`src/rtl/instr_ram_arbiter.sv`:
```
// Arbitrates a single-port instruction RAM between a CPU fetch port and a boot loader port.
// Define IRAM_ARB_FETCH_BUF_EN to hold fetch returns in a buffer until f_rready.
module instr_ram_arbiter #(
    parameter int ADDR_W     = 12,
    parameter int DATA_W     = 32,
    parameter int STARVE_MAX = 8
) (
    input  logic              clk,
    input  logic              reset,
    // fetch port
    input  logic              f_req,
    input  logic [ADDR_W-1:0] f_addr,
    output logic              f_gnt,
    output logic              f_rvalid,
    output logic [DATA_W-1:0] f_rdata,
    input  logic              f_rready,
    // loader port
    input  logic              l_req,
    input  logic              l_we,
    input  logic [ADDR_W-1:0] l_addr,
    input  logic [DATA_W-1:0] l_wdata,
    output logic              l_gnt,
    output logic              l_rvalid,
    output logic [DATA_W-1:0] l_rdata,
    input  logic              boot_done,
    input  logic              boot_enter,
    output logic              in_boot,
    // RAM side
    output logic              ram_ce,
    output logic              ram_oce,
    output logic              ram_wre,
    output logic [ADDR_W-1:0] ram_ad,
    output logic [DATA_W-1:0] ram_din,
    input  logic [DATA_W-1:0] ram_dout
);

    typedef enum logic [1:0] {
        BOOT  = 2'd0,
        RUN   = 2'd1,
        DRAIN = 2'd2
    } state_e;

    localparam logic [7:0] STARVE_LIM = 8'(STARVE_MAX);

    state_e     state_q, state_d;
    logic [7:0] starve_q, starve_d;
    logic       rd_pend_q, rd_pend_d;
    logic       rd_owner_q, rd_owner_d;   // 1 = loader, 0 = fetch
    logic       fetch_ret;
    logic       fetch_ok;
    logic       drain_done;

    assign fetch_ret = rd_pend_q & ~rd_owner_q;

`ifdef IRAM_ARB_FETCH_BUF_EN
    logic              fbuf_valid_q, fbuf_valid_d;
    logic [DATA_W-1:0] fbuf_q, fbuf_d;

    always_comb begin
        fbuf_valid_d = fbuf_valid_q;
        fbuf_d       = fbuf_q;
        if (fbuf_valid_q && f_rready) begin
            fbuf_valid_d = 1'b0;
        end
        if (fetch_ret) begin
            fbuf_valid_d = 1'b1;
            fbuf_d       = ram_dout;
        end
    end

    always_ff @(posedge clk or posedge reset) begin
        if (reset) begin
            fbuf_valid_q <= 1'b0;
            fbuf_q       <= '0;
        end else begin
            fbuf_valid_q <= fbuf_valid_d;
            fbuf_q       <= fbuf_d;
        end
    end

    // One fetch outstanding end to end: nothing in flight and the buffer drained.
    assign fetch_ok   = ~fbuf_valid_q & ~fetch_ret;
    assign drain_done = ~fbuf_valid_d;
    assign f_rvalid   = fbuf_valid_q;
    assign f_rdata    = fbuf_q;
`else
    logic unused_f_rready;

    assign unused_f_rready = f_rready;
    assign fetch_ok        = 1'b1;
    assign drain_done      = 1'b1;
    assign f_rvalid        = fetch_ret;
    assign f_rdata         = ram_dout;
`endif

    // NOTE: every output of this block gets a default first so no path infers a latch.
    always_comb begin
        state_d = state_q;
        f_gnt   = 1'b0;
        l_gnt   = 1'b0;
        case (state_q)
            BOOT: begin
                l_gnt = l_req;
                if (boot_done) state_d = RUN;
            end
            RUN: begin
                if (boot_enter) begin
                    state_d = DRAIN;
                end else if (l_req && starve_q == STARVE_LIM) begin
                    l_gnt = 1'b1;
                end else begin
                    f_gnt = f_req & fetch_ok;
                    l_gnt = l_req & ~f_gnt;
                end
            end
            DRAIN: begin
                if (drain_done) state_d = BOOT;
            end
            default: state_d = BOOT;
        endcase
        // Grants must stay quiet while reset is held, not just after the first edge.
        if (reset) begin
            f_gnt = 1'b0;
            l_gnt = 1'b0;
        end
    end

    always_comb begin
        starve_d = starve_q;
        if (l_gnt || !l_req) begin
            starve_d = '0;
        end else if (state_q == RUN && starve_q != 8'hFF) begin
            starve_d = starve_q + 8'd1;
        end
        rd_pend_d  = f_gnt | (l_gnt & ~l_we);
        rd_owner_d = rd_pend_d ? l_gnt : rd_owner_q;
    end

    // NOTE: sequential state uses non-blocking assignments so all flops update together.
    always_ff @(posedge clk or posedge reset) begin
        if (reset) begin
            state_q    <= BOOT;
            starve_q   <= '0;
            rd_pend_q  <= 1'b0;
            rd_owner_q <= 1'b0;
        end else begin
            state_q    <= state_d;
            starve_q   <= starve_d;
            rd_pend_q  <= rd_pend_d;
            rd_owner_q <= rd_owner_d;
        end
    end

    always_comb begin
        ram_ad = '0;
        if (f_gnt) begin
            ram_ad = f_addr;
        end else if (l_gnt) begin
            ram_ad = l_addr;
        end
    end

    assign ram_ce   = f_gnt | l_gnt;
    assign ram_wre  = l_gnt & l_we;
    assign ram_din  = l_gnt ? l_wdata : '0;
    assign ram_oce  = 1'b1;
    assign l_rvalid = rd_pend_q & rd_owner_q;
    assign l_rdata  = ram_dout;
    assign in_boot  = (state_q == BOOT);

endmodule

```
`config.mk`:
```
export PLATFORM = sky130hd
export DESIGN_NAME = instr_ram_arbiter
export DESIGN_NICKNAME = d
export VERILOG_FILES = /design/src/rtl/instr_ram_arbiter.sv
export SDC_FILE = /design/constraint.sdc
export NUM_CORES = 1
export LEC_CHECK = 0
export ABC_AREA = 0
export BUFFER_PORTS_ARGS = -buffer_cell sky130_fd_sc_hd__buf_2
export CORE_AREA = 3 3 81 83
export DETAILED_ROUTE_END_ITERATION = 12
export DIE_AREA = 0 0 84 86
export GPL_TIMING_DRIVEN = 0
export PLACE_DENSITY_LB_ADDON = 0.12
export RECOVER_POWER = 50
export SETUP_SLACK_MARGIN = 0.2
export SLEW_MARGIN = 40
export SYNTH_ARGS = -nofsm -noshare
export SYNTH_HDL_FRONTEND = slang
export SYNTH_SLANG_ARGS = --single-unit
```
`constraint.sdc`:
```
create_clock -name clk -period 2.48 [get_ports clk]
set_input_delay 0.248 -clock clk [delete_from_list [all_inputs] [get_ports clk]]
set_output_delay 0.248 -clock clk [all_outputs]
set_load 0.05 [all_outputs]
```
# ---- Word-level counts from Yosys, hierarchy flattened
# Index checks and enable logic that the tools add are counted.
# Widths: inputs -> output; s select.
dict set report totals {
  output_inout_bits 116
  mem_bits_rw 0
  latch_bits 0
  ff_bits 12
  input_bits 96
  mem_bits_ro 0
  n_memories 0
}
dict set report classes {
  mux 16
  n_eq_ne 5
  n_div 0
  n_bitwise 10
  n_reduce_logical 7
  add_sub_neg 1
  order_cmp 0
  shift 0
  mul 0
}
# operator count
set ops {}
lappend ops {{$mux 32} 1}
lappend ops {{$mux 12} 2}
lappend ops {{$mux 8} 2}
lappend ops {{$add 8x1->8 const B} 1}
lappend ops {{$eq 8x4->1 const B} 1}
lappend ops {{$ne 8x8->1 const B} 1}
lappend ops {{$mux 1} 7}
lappend ops {{$and 1x1->1} 5}
lappend ops {{$mux 2} 2}
lappend ops {{$ne 2x2->1 const B} 2}
lappend ops {{$pmux 2 s2} 1}
lappend ops {{$not 1->1} 3}
lappend ops {{$eq 2x1->1 const B} 1}
lappend ops {{$logic_and 1x1->1} 2}
lappend ops {{$logic_not 2->1} 1}
lappend ops {{$or 1x1->1} 2}
lappend ops {{$pmux 1 s2} 1}
lappend ops {{$reduce_and 2->1} 1}
lappend ops {{$reduce_bool 2->1} 1}
lappend ops {{$logic_not 1->1} 1}
lappend ops {{$logic_or 1x1->1} 1}

# ---- Longest topological paths before layout
dict set report depth {
  ltp_word 8
  depth_mapped 7
  depth_no_buf 5
}

# ---- Worst setup path before layout
# OpenSTA, ideal clock, no wires.
dict set report synth_path {
  path_type {register to output}
  from {reg starve_q[0]}
  to {out ram_ad[10]}
  stages_incl_launch_ff 8
  t_arrival_ps 1949
  n_path_buf 2
  t_required_ps 2232
  slack_ps 283
  cell_sequence {dfrtp_1 inv_1 ha_1 nand4_1 and4_1 clkbuf_1 buf_2 a22o_1}
}
# item line_no
set synth_rtl {}
lappend synth_rtl {{from (decl)} 46} ;# logic [7:0] starve_q, starve_d;
lappend synth_rtl {{from (signal assigned)} 148} ;# starve_q <= starve_d;
lappend synth_rtl {{$eq 8x4->1} 109} ;# end else if (l_req && starve_q == STARVE_LIM) begin
lappend synth_rtl {{$logic_and 1x1->1} 109}
lappend synth_rtl {{$mux 1} 109}
lappend synth_rtl {{$mux 1} 107} ;# if (boot_enter) begin
lappend synth_rtl {{$mux 1} 101} ;# case (state_q)
lappend synth_rtl {{$mux 1} 122} ;# if (reset) begin
lappend synth_rtl {{net f_gnt} 13} ;# output logic f_gnt,
lappend synth_rtl {{$mux 12} 156} ;# if (f_gnt) begin
lappend synth_rtl {{to (decl)} 32} ;# output logic [ADDR_W-1:0] ram_ad,
# The timed path passes the listed nets, and every way through them passes these cells.

# ---- Worst setup path in the final report
dict set report layout_path {
  from {reg starve_q[6]}
  to {out ram_din[30]}
}
dict set report layout_via {
  elab_chain_cells 7
}
# item line_no
set layout_lines {}
lappend layout_lines {{$eq 8x4->1} 109}
lappend layout_lines {{$logic_and 1x1->1} 109}
lappend layout_lines {{$mux 1} 109}
lappend layout_lines {{$mux 1} 107}
lappend layout_lines {{$pmux 1 s2} 101}
lappend layout_lines {{$mux 1} 122}
lappend layout_lines {{$mux 32} 165} ;# assign ram_din = l_gnt ? l_wdata : '0;
lappend layout_lines {{to (decl)} 33} ;# output logic [DATA_W-1:0] ram_din,
# Every way passes these cells.

==> results.json <==
{
  "power_density_nw_per_um2": 400,
  "synthArstFlopShare": 1.00,
  "cts_sinks": 12,
  "grt_pass1_vias": 1885,
  "ys_top_cells_by_area": "buf_4 33%, dfrtp_1 19%, and2_1 14%",
  "grtUsageMet2": 0.270,
  "yosysUniqueCellTypes": 40,
  "drc_errors": 0,
  "start_util": 0.265,
  "fmax_ghz": 0.447,
  "cts_max_level": 1,
  "clk_latency_ps": 250,
  "rsz0062_at_grt": "true",
  "synth-seq-cells": 12,
  "grt_max_degree": 13,
  "synth.largest_area_cell": "buf_4",
  "min-delay-path-class": "in2async",
  "maxCapViolations": 0,
  "critPathRequiredTime_ps": 2230,
  "ios": 212,
  "fin_crit_ps": 2240,
  "vdd_drop_max_v": 0.000186,
  "finalWirelength_um": 6090,
  "grt.total_usage": 0.157,
  "power.total_mw": 1.21,
  "place_congestion": 0.721,
  "grt-busiest-layer": "met2",
  "cp-start-kind": "flip-flop",
  "synth.most_common_cell": "buf_4",
  "num_rows": 28,
  "use_met3": 0.0375,
  "grt_antenna_before_repair": 0,
  "die_x_um": 84,
  "outcome": "finished, final reports clean",
  "syn-num-nets": 290,
  "synth-edff-count": 0,
  "core_area_um2": 5920,
  "synth_area_um2": 1570,
  "skew_ps": 3.09,
  "ant_nets": 0,
  "hold_violations": 0,
  "viasPerCell": 4.09,
  "ctsRootBufferMaster": "clkbuf_8",
  "finalSetupViolCount": 0,
  "synth_top_area_share": 0.326,
  "io_buffers": 177,
  "slew_viol_final": 0,
  "synthCells": 192,
  "relSlewSlack": 0.591,
  "cp.arrival_ps": 1990,
  "fillers": 615,
  "setup_tns_ps": 0,
  "yosys_warnings": 0,
  "grtUsageMet1": 0.198,
  "drt-pass1-iter-count": 4,
  "worstSetupPathType": "reg2out",
  "wl_per_cell_um": 13.2,
  "power.leakage_nw": 1.60,
  "cts_tree": "done",
  "die_y_um": 86,
  "diodes": 0,
  "ctsHoldBuffers": 0,
  "grt_first_pass_wirelength_um": 9320,
  "seq_area_frac_synth": 0.192,
  "tightest_slew_ps": 615,
  "worst-path-max-fanout": 5,
  "clockBufferDepth": 2,
  "numCtsBuffers": 3,
  "clkTransAtPathRegs_ps": 60,
  "nNetsFinal": 484,
  "dp_hpwl_um": 4890,
  "dieArea_um2": 7220,
  "drive_above_1_share": 0.592,
  "overflow": 0,
  "drt_iter0_drc": 54,
  "timing.final.crit_share": 0.902,
  "netlist_top_cells_count": "68 x buf_4, 35 x and2_1, 12 x a22o_1, 12 x dfrtp_1, 7 x inv_1",
  "synth_area_per_cell_um2": 8.16,
  "end_kind": "output port",
  "route.vias.total": 1880,
  "syn_to_final_growth_pct": 93.3,
  "synth_ff_type": "dfrtp_1"
}
==> power breakdown <==
part	total [mW]	switching, mW	internal [mW]
combinational	0.760	0.484	0.276
sequential	0.233	0.0199	0.213
clock	0.219	0.0786	0.141
total	1.21	0.582	0.630
==> worst paths after layout <==
check | startpoint | end | slack, ps | cells after the start
max | starve_q[6]$_DFFE_PP0P_ | ram_din[30] | 240 | 8
min reg2reg | rd_owner_q$_DFFE_PP0P_ | rd_owner_q$_DFFE_PP0P_ | 550 | 2
max in group asynchronous | reset | starve_q[4]$_DFFE_PP0P_ | 2130 | 2
min in group clk | boot_enter | state_q[1]$_DFFE_PP0P_ | 260 | 2
max reg2reg | starve_q[1]$_DFFE_PP0P_ | starve_q[5]$_DFFE_PP0P_ | 640 | 5
min | reset | rd_owner_q$_DFFE_PP0P_ | 30 | 2
==> layout make-up <==
| type | count | area (um^2) | share of cell area |
|---|---|---|---|
| Timing Repair Buffer | 189 | 1250 | 0.412 |
| Tap cell | 75 | 93.8 | 0.0310 |
| Multi-Input combinational cell | 100 | 731 | 0.241 |
| Clock buffer | 4 | 55.1 | 0.0182 |
| Buffer | 73 | 576 | 0.190 |
| Sequential cell | 12 | 300 | 0.0992 |
| Inverter | 7 | 26.3 | 0.00868 |
==> stage by stage <==
stage               std cells  setup WS (ps)  hold WS (ps)  cell area [um^2]   util
floorplan                 192            283           113              1570      -
detailed placement        444            171           317              2550  0.430
finish                    460            243          29.6              3030  0.511
global route              460           88.9          84.5              3030  0.511
CTS                       457            139          50.9              3030  0.511
global placement          444            194           315              2550  0.430
==> flip-flops by register name, indices dropped and copies added, names as in the netlist <==
register    flops
starve_q        8
state_q         2
rd_owner_q      1
rd_pend_q       1
==> cells by family (layout without fill, tap and decap cells) <==
family	Yosys count	count (layout)	synth area share
other	1	1	0.00239
XOR/XNOR	3	3	0.0168
AO/OA/AOI/OAI	27	27	0.143
buffers and inverters	80	273	0.361
AND/OR/NAND/NOR	65	65	0.256
flip-flops	12	12	0.192
multiplexers	2	2	0.0128
adder cells (fa/ha/maj)	2	2	0.0160
==> cells in the final DEF (no fill, tap or decap), types with 2 or more instances in the layout <==
cell type and n:
buf_4 77, buf_2 73, clkbuf_1 58, buf_6 40
and2_1 23, buf_8 14, a22o_1 12, and2_4 12
dfrtp_1 12, inv_1 7, nor2_1 6, nor3_1 4
clkbuf_8 4, nand2_1 3, nand3_1 3, mux2i_1 2
nand4_1 2, o21ai_0 2, a211oi_2 2, o211ai_1 2
xor2_1 2, and3_1 2, a21oi_1 2, ha_1 2
==> worst max-delay path, stage by stage (launching register included) <==
cell and delay (ps):
dfrtp_1 390, nor4b_2 260, nand4_1 170, a211oi_2 280, buf_4 160, buf_6 100
buf_8 100, and2_4 140, buf_8 140
==> per-layer routing <==
layer / vias up / wire [um]
met4: 0 / 78
met5: - / 0
met3: 9 / 537
met1: 801 / 2370
li1: 959 / -
met2: 111 / 3100
==> timing repair <==
item,4_1_cts,5_1_grt
resized for setup,116,22
setup endpoints to repair,48,48
buffers inserted,8,2
gates cloned,1,1
pin swaps,7,11
(Power assumes the default switching activity.)
